File: config.mk
export PLATFORM = sky130hd
export DESIGN_NAME = controle_enchimento
export DESIGN_NICKNAME = d
export VERILOG_FILES = /design/src/rtl/controle_enchimento.sv
export SDC_FILE = /design/constraint.sdc
export NUM_CORES = 1
export LEC_CHECK = 0
export CAP_MARGIN = 10
export CORE_MARGIN = 1.5
export CORE_UTILIZATION = 45
export CTS_CLUSTER_SIZE = 24
export DETAILED_ROUTE_END_ITERATION = 6
export HOLD_SLACK_MARGIN = 0.06
export PLACE_DENSITY_LB_ADDON = 0.05
export SLEW_MARGIN = 20
export SYNTH_ARGS = -nofsm -noshare
export SYNTH_HDL_FRONTEND = slang
export SYNTH_SLANG_ARGS = --single-unit
File: constraint.sdc
create_clock -name clock -period 5.6 [get_ports clock]
set_input_delay 0.56 -clock clock [delete_from_list [all_inputs] [get_ports clock]]
set_output_delay 0.56 -clock clock [all_outputs]
set_load 0.01 [all_outputs]
File: src/rtl/controle_enchimento.sv
// Tank inlet fill controller: synchronizes and debounces the float sensors and drives
// the valve open/close commands from a Moore FSM with pause, fill timeout and fault handling.
`timescale 1ns/1ps
module controle_enchimento #(
    parameter int DEBOUNCE = 4,
    parameter int T_PAUSA  = 100,
    parameter int T_ENCHER = 1000
) (
    input  logic       clock,
    input  logic       reset_n,
    input  logic       nivel_baixo,
    input  logic       nivel_alto,
    input  logic       manual,
    input  logic       reconhece,
    output logic       abre_auto,
    output logic       fecha_auto,
    output logic       alarme,
    output logic [1:0] falha_cod,
    output logic [2:0] estado
);

    localparam logic [2:0] ESPERA   = 3'b000;
    localparam logic [2:0] OCIOSO   = 3'b001;
    localparam logic [2:0] ENCHENDO = 3'b010;
    localparam logic [2:0] FALHA    = 3'b011;
    localparam logic [2:0] MANUAL   = 3'b100;

    localparam logic [1:0] COD_NADA    = 2'b00;
    localparam logic [1:0] COD_TEMPO   = 2'b01;
    localparam logic [1:0] COD_SENSOR  = 2'b10;

    localparam int T_MAX = (T_PAUSA > T_ENCHER) ? T_PAUSA : T_ENCHER;
    localparam int CW    = $clog2(T_MAX + 1);
    localparam int DW    = $clog2(DEBOUNCE);

    localparam logic [CW-1:0] FIM_PAUSA  = CW'(T_PAUSA - 1);
    localparam logic [CW-1:0] FIM_ENCHER = CW'(T_ENCHER - 1);
    localparam logic [DW-1:0] DB_FIM     = DW'(DEBOUNCE - 1);

    // Bit order in the synchronizer: {reconhece, manual, nivel_alto, nivel_baixo}
    logic [3:0]          sync_1;
    logic [3:0]          sync_2;
    logic [1:0]          sinc;
    logic [1:0]          filt;
    logic [1:0][DW-1:0]  db_cnt;
    logic                filt_b;
    logic                filt_a;
    logic                man_s;
    logic                rec_s;
    logic                inconsistente;

    logic [CW-1:0]       cnt;
    logic [2:0]          estado_prox;
    logic [1:0]          cod_prox;
    logic                conta;

    assign sinc   = sync_2[1:0];
    assign man_s  = sync_2[2];
    assign rec_s  = sync_2[3];
    assign filt_b = filt[0];
    assign filt_a = filt[1];

    assign inconsistente = filt_a & ~filt_b;

    always_ff @(posedge clock or negedge reset_n) begin
        if (!reset_n) begin
            sync_1 <= '0;
            sync_2 <= '0;
        end else begin
            sync_1 <= {reconhece, manual, nivel_alto, nivel_baixo};
            sync_2 <= sync_1;
        end
    end

    // A sensor's filtered value flips only after DEBOUNCE consecutive mismatching samples.
    always_ff @(posedge clock or negedge reset_n) begin
        if (!reset_n) begin
            filt   <= '0;
            db_cnt <= '0;
        end else begin
            for (int i = 0; i < 2; i++) begin
                if (sinc[i] == filt[i]) begin
                    db_cnt[i] <= '0;
                end else if (db_cnt[i] == DB_FIM) begin
                    filt[i]   <= sinc[i];
                    db_cnt[i] <= '0;
                end else begin
                    db_cnt[i] <= db_cnt[i] + DW'(1);
                end
            end
        end
    end

    always_comb begin
        estado_prox = estado;
        cod_prox    = falha_cod;
        if (man_s) begin
            estado_prox = MANUAL;
        end else begin
            case (estado)
                ESPERA: begin
                    if (cnt == FIM_PAUSA) begin
                        if (inconsistente) begin
                            estado_prox = FALHA;
                            cod_prox    = COD_SENSOR;
                        end else if (!filt_b) begin
                            estado_prox = ENCHENDO;
                        end else begin
                            estado_prox = OCIOSO;
                        end
                    end
                end
                OCIOSO: begin
                    if (inconsistente) begin
                        estado_prox = FALHA;
                        cod_prox    = COD_SENSOR;
                    end else if (!filt_b) begin
                        estado_prox = ENCHENDO;
                    end
                end
                ENCHENDO: begin
                    if (inconsistente) begin
                        estado_prox = FALHA;
                        cod_prox    = COD_SENSOR;
                    end else if (filt_a) begin
                        estado_prox = ESPERA;
                    end else if (cnt == FIM_ENCHER) begin
                        estado_prox = FALHA;
                        cod_prox    = COD_TEMPO;
                    end
                end
                FALHA: begin
                    if (rec_s && !inconsistente) begin
                        estado_prox = ESPERA;
                        cod_prox    = COD_NADA;
                    end
                end
                MANUAL: begin
                    // A nonzero code here can only have been carried in from FALHA.
                    estado_prox = ESPERA;
                    cod_prox    = COD_NADA;
                end
                default: begin
                    estado_prox = ESPERA;
                    cod_prox    = COD_NADA;
                end
            endcase
        end
    end

    assign conta = (estado == ESPERA) || (estado == ENCHENDO);

    always_ff @(posedge clock or negedge reset_n) begin
        if (!reset_n) begin
            estado    <= ESPERA;
            falha_cod <= COD_NADA;
            cnt       <= '0;
        end else begin
            estado    <= estado_prox;
            falha_cod <= cod_prox;
            if (estado_prox != estado) begin
                cnt <= '0;
            end else if (conta) begin
                cnt <= cnt + CW'(1);
            end
        end
    end

    assign abre_auto  = (estado == ENCHENDO);
    assign fecha_auto = (estado == ESPERA) || (estado == OCIOSO) || (estado == FALHA);
    assign alarme     = (estado == FALHA);

endmodule

==> impl_metrics.tcl <==
set metrics [dict create \
    slew_headroom_pct 63.18 \
    synth.top_cell.area_share_pct 51.10 \
    io_pins 14 \
    powerDensity_mw_per_mm2 292.9 \
    crit_arrival_ns 2.00 \
    yosysWarnings 0 \
    p_leak_nw 0.6669 \
    synth_fa_ha_area_share_pct 2.643 \
    cts_root_buf "clkbuf_4" \
    avgSynthCellArea_um2 10.76 \
    wl_per_cell_um 13.47 \
    ant_nets 0 \
    finalCritPeriodShare_pct 45.72 \
    grt_max_degree 30 \
    ys_top_cells_by_area "dfrtp_1 (51%), nor3_1 (4.9%), xnor2_1 (3.7%)" \
    cts_tree "done" \
    rows 20 \
    dieArea_mm2 0.003502 \
    fp.dieW_um 59.18 \
    end_kind "output pin" \
    nets 153 \
    yosysTopAreaCell "dfrtp_1" \
    via_per_inst 5.455 \
    core_area_mm2 0.003028 \
    setup_tns_ns 0 \
    finalClockSkew_ns 0.004276 \
    synthArstFlopShare_pct 100.0 \
    dpl.hpwl_um 1805 \
    io_buffers 13 \
    finalMaxSlewViolations 0 \
    place_congestion 0.7675 \
    hold_viol 0 \
    worstSkewPairLatency_ns 0.32 \
    cts_buffers 5 \
    synth_nets 141 \
    synth-xor-area-share_pct 6.784 \
    drt_iter0_markers 30 \
    status "completed" \
    grt_pass1_wl_um 4271 \
    start_util_pct 46.90 \
    area_growth_pct 14.98 \
    synth_edf_count 0 \
    grt_antenna_before_repair 0 \
    ir_worst_vdd_mv 0.2501 \
    rsz0062_at_grt "false" \
    crit_required_ns 5.04 \
    start_kind "flop" \
    synth_ff_type "dfrtp_1" \
    grt_pass1_vias 943 \
    synth_compound_area_share_pct 11.63 \
    clock_path_buffers 2 \
    ys_types 47 \
    diodes 0 \
    min_path_type "flop to flop" \
    vias 1031 \
    h-tree-depth 2 \
    drcViolationCount 0 \
    cts_resized 0 \
    worstMarginPinSlew_ns 0.5524 \
    fmax_mhz 390.6 \
    postSynthCellCount 132 \
    cts_hold_buf 0 \
    fin_crit_ns 2.560 \
    ys_ff_latch 29 \
    synthMuxAreaShare_pct 2.291 \
    crit_fanout 9 \
    clk_pin_slew_worst_paths_ns 0.09 \
    drv_cap 0 \
    whs_ns 0.3604 \
    setup_violations 0 \
    syn_area_mm2 0.001420 \
    ys_seq_area_share_pct 51.10 \
    post_cts_buffers 0 \
    max_stage_delay_ns 0.56 \
    die_h_um 59.18 \
    grt-ovfl-total 0 \
    path_class "flop to output pin" \
    path_cells "nor2_2 -> and2_1 -> clkdlybuf4s50_1" \
    cts_sinks 29 \
    first_pass_iters 4 \
    yosys.area_share.simple_pct 22.82 \
    routed_wl_um 2545 \
    grt.total_usage_pct 16.80 \
    crit_slowest_cell "clkdlybuf4s50_1" \
    synth_top_family_by_area "simple AND/OR/NAND/NOR gates" \
    drive_above_1_share_pct 15.17 \
]
cells in the final DEF, fill, tap and decap left out, types with 2 or more instances in the layout:
| cell type | count |
|---|---|
| and2_1 | 2 |
| clkinv_2 | 2 |
| nor2b_1 | 5 |
| o21ai_0 | 2 |
| xnor2_1 | 6 |
| nand2_1 | 8 |
| dfrtp_1 | 29 |
| nor2_1 | 6 |
| nand2b_1 | 2 |
| or4_1 | 2 |
| clkdlybuf4s50_1 | 13 |
| mux2_2 | 2 |
| xor2_1 | 5 |
| nand4_1 | 2 |
| nor3_1 | 14 |
| ha_1 | 3 |
| a31oi_1 | 2 |
| nand3_1 | 4 |
| clkbuf_4 | 5 |
area by class of cell:
type | count | area [um^2]
Fill cell | 265 | 1395
Timing Repair Buffer | 14 | 137.6
Tap cell | 44 | 55.05
Sequential cell | 29 | 725.7
Multi-Input combinational cell | 93 | 655.6
Clock inverter | 3 | 17.52
Clock buffer | 5 | 37.54
Inverter | 1 | 3.754
metrics by stage:
step	worst slack, ns	power [mW]	utilization, %	cell area [um^2]	instances
after floorplan	3.813	0.3365	-	1420	132
after global placement	3.452	0.3575	52.11	1578	181
after detailed placement	3.413	0.3639	52.11	1578	181
after CTS	3.043	0.4868	53.93	1633	189
after global routing	2.926	0.5111	53.93	1633	189
final	3.040	0.4783	53.93	1633	189
per-layer routing:
| layer | wire length, um | part of all wire, % | track usage [%] | vias to the layer above |
|---|---|---|---|---|
| met5 | 0 | 0 | 0 | - |
| met4 | 34 | 1.3 | 9.091 | 0 |
| met3 | 121 | 4.8 | 6.332 | 4 |
| met2 | 1221 | 48 | 26.35 | 24 |
| met1 | 1168 | 46 | 19.89 | 502 |
| li1 | - | - | - | 501 |
where the power goes:
| group | total [mW] | internal [mW] | switching [mW] |
|---|---|---|---|
| sequential | 0.260 | 0.234 | 0.0265 |
| clock | 0.121 | 0.0472 | 0.0738 |
| combinational | 0.0971 | 0.0515 | 0.0457 |
logic make-up (layout without fill, tap and decap cells):
group,Yosys count,after routing
compound gates,19,19
xor+xnor,11,11
simple gates,57,57
flops,29,29
buf+inv,10,23
mux,3,3
fa+ha+maj,3,3
cells in the mapped netlist, types with 2 or more instances:
master and instances:
a31oi_1 2, and2_1 2, clkbuf_1 8, dfrtp_1 29
ha_1 3, mux2_2 2, nand2_1 8, nand2b_1 2
nand3_1 4, nand4_1 2, nor2_1 6, nor2b_1 5
nor3_1 14, o21ai_0 2, or4_1 2, xnor2_1 6
xor2_1 5
worst paths after layout:
path	startpoint	endpoint	slack, ns	cells past startpoint
max	estado[0]	abre_auto	3.04	3
min	sync_1[2]	sync_2[2]	0.36	0
max reg2reg	cnt[2]	cnt[5]	3.59	5
min reg2reg	sync_1[2]	sync_2[2]	0.36	0
max in group asynchronous	reset_n	cnt[5]	4.72	2
min in group asynchronous	reset_n	estado[1]	0.60	2
critical path: cells and delay by family, from the launching register on:
kind	cells	cell delay, ns
AND/OR/NAND/NOR	2	0.63
flip-flops	1	0.48
buffers and inverters	1	0.56
state kept, by name, summed over array words and instances, names as in the netlist:
| name | count |
|---|---|
| sync_2 | 4 |
| falha_cod | 2 |
| estado | 3 |
| filt | 2 |
| db_cnt | 4 |
| cnt | 10 |
| sync_1 | 4 |
No activity file was read; power rests on OpenSTA's default activity.
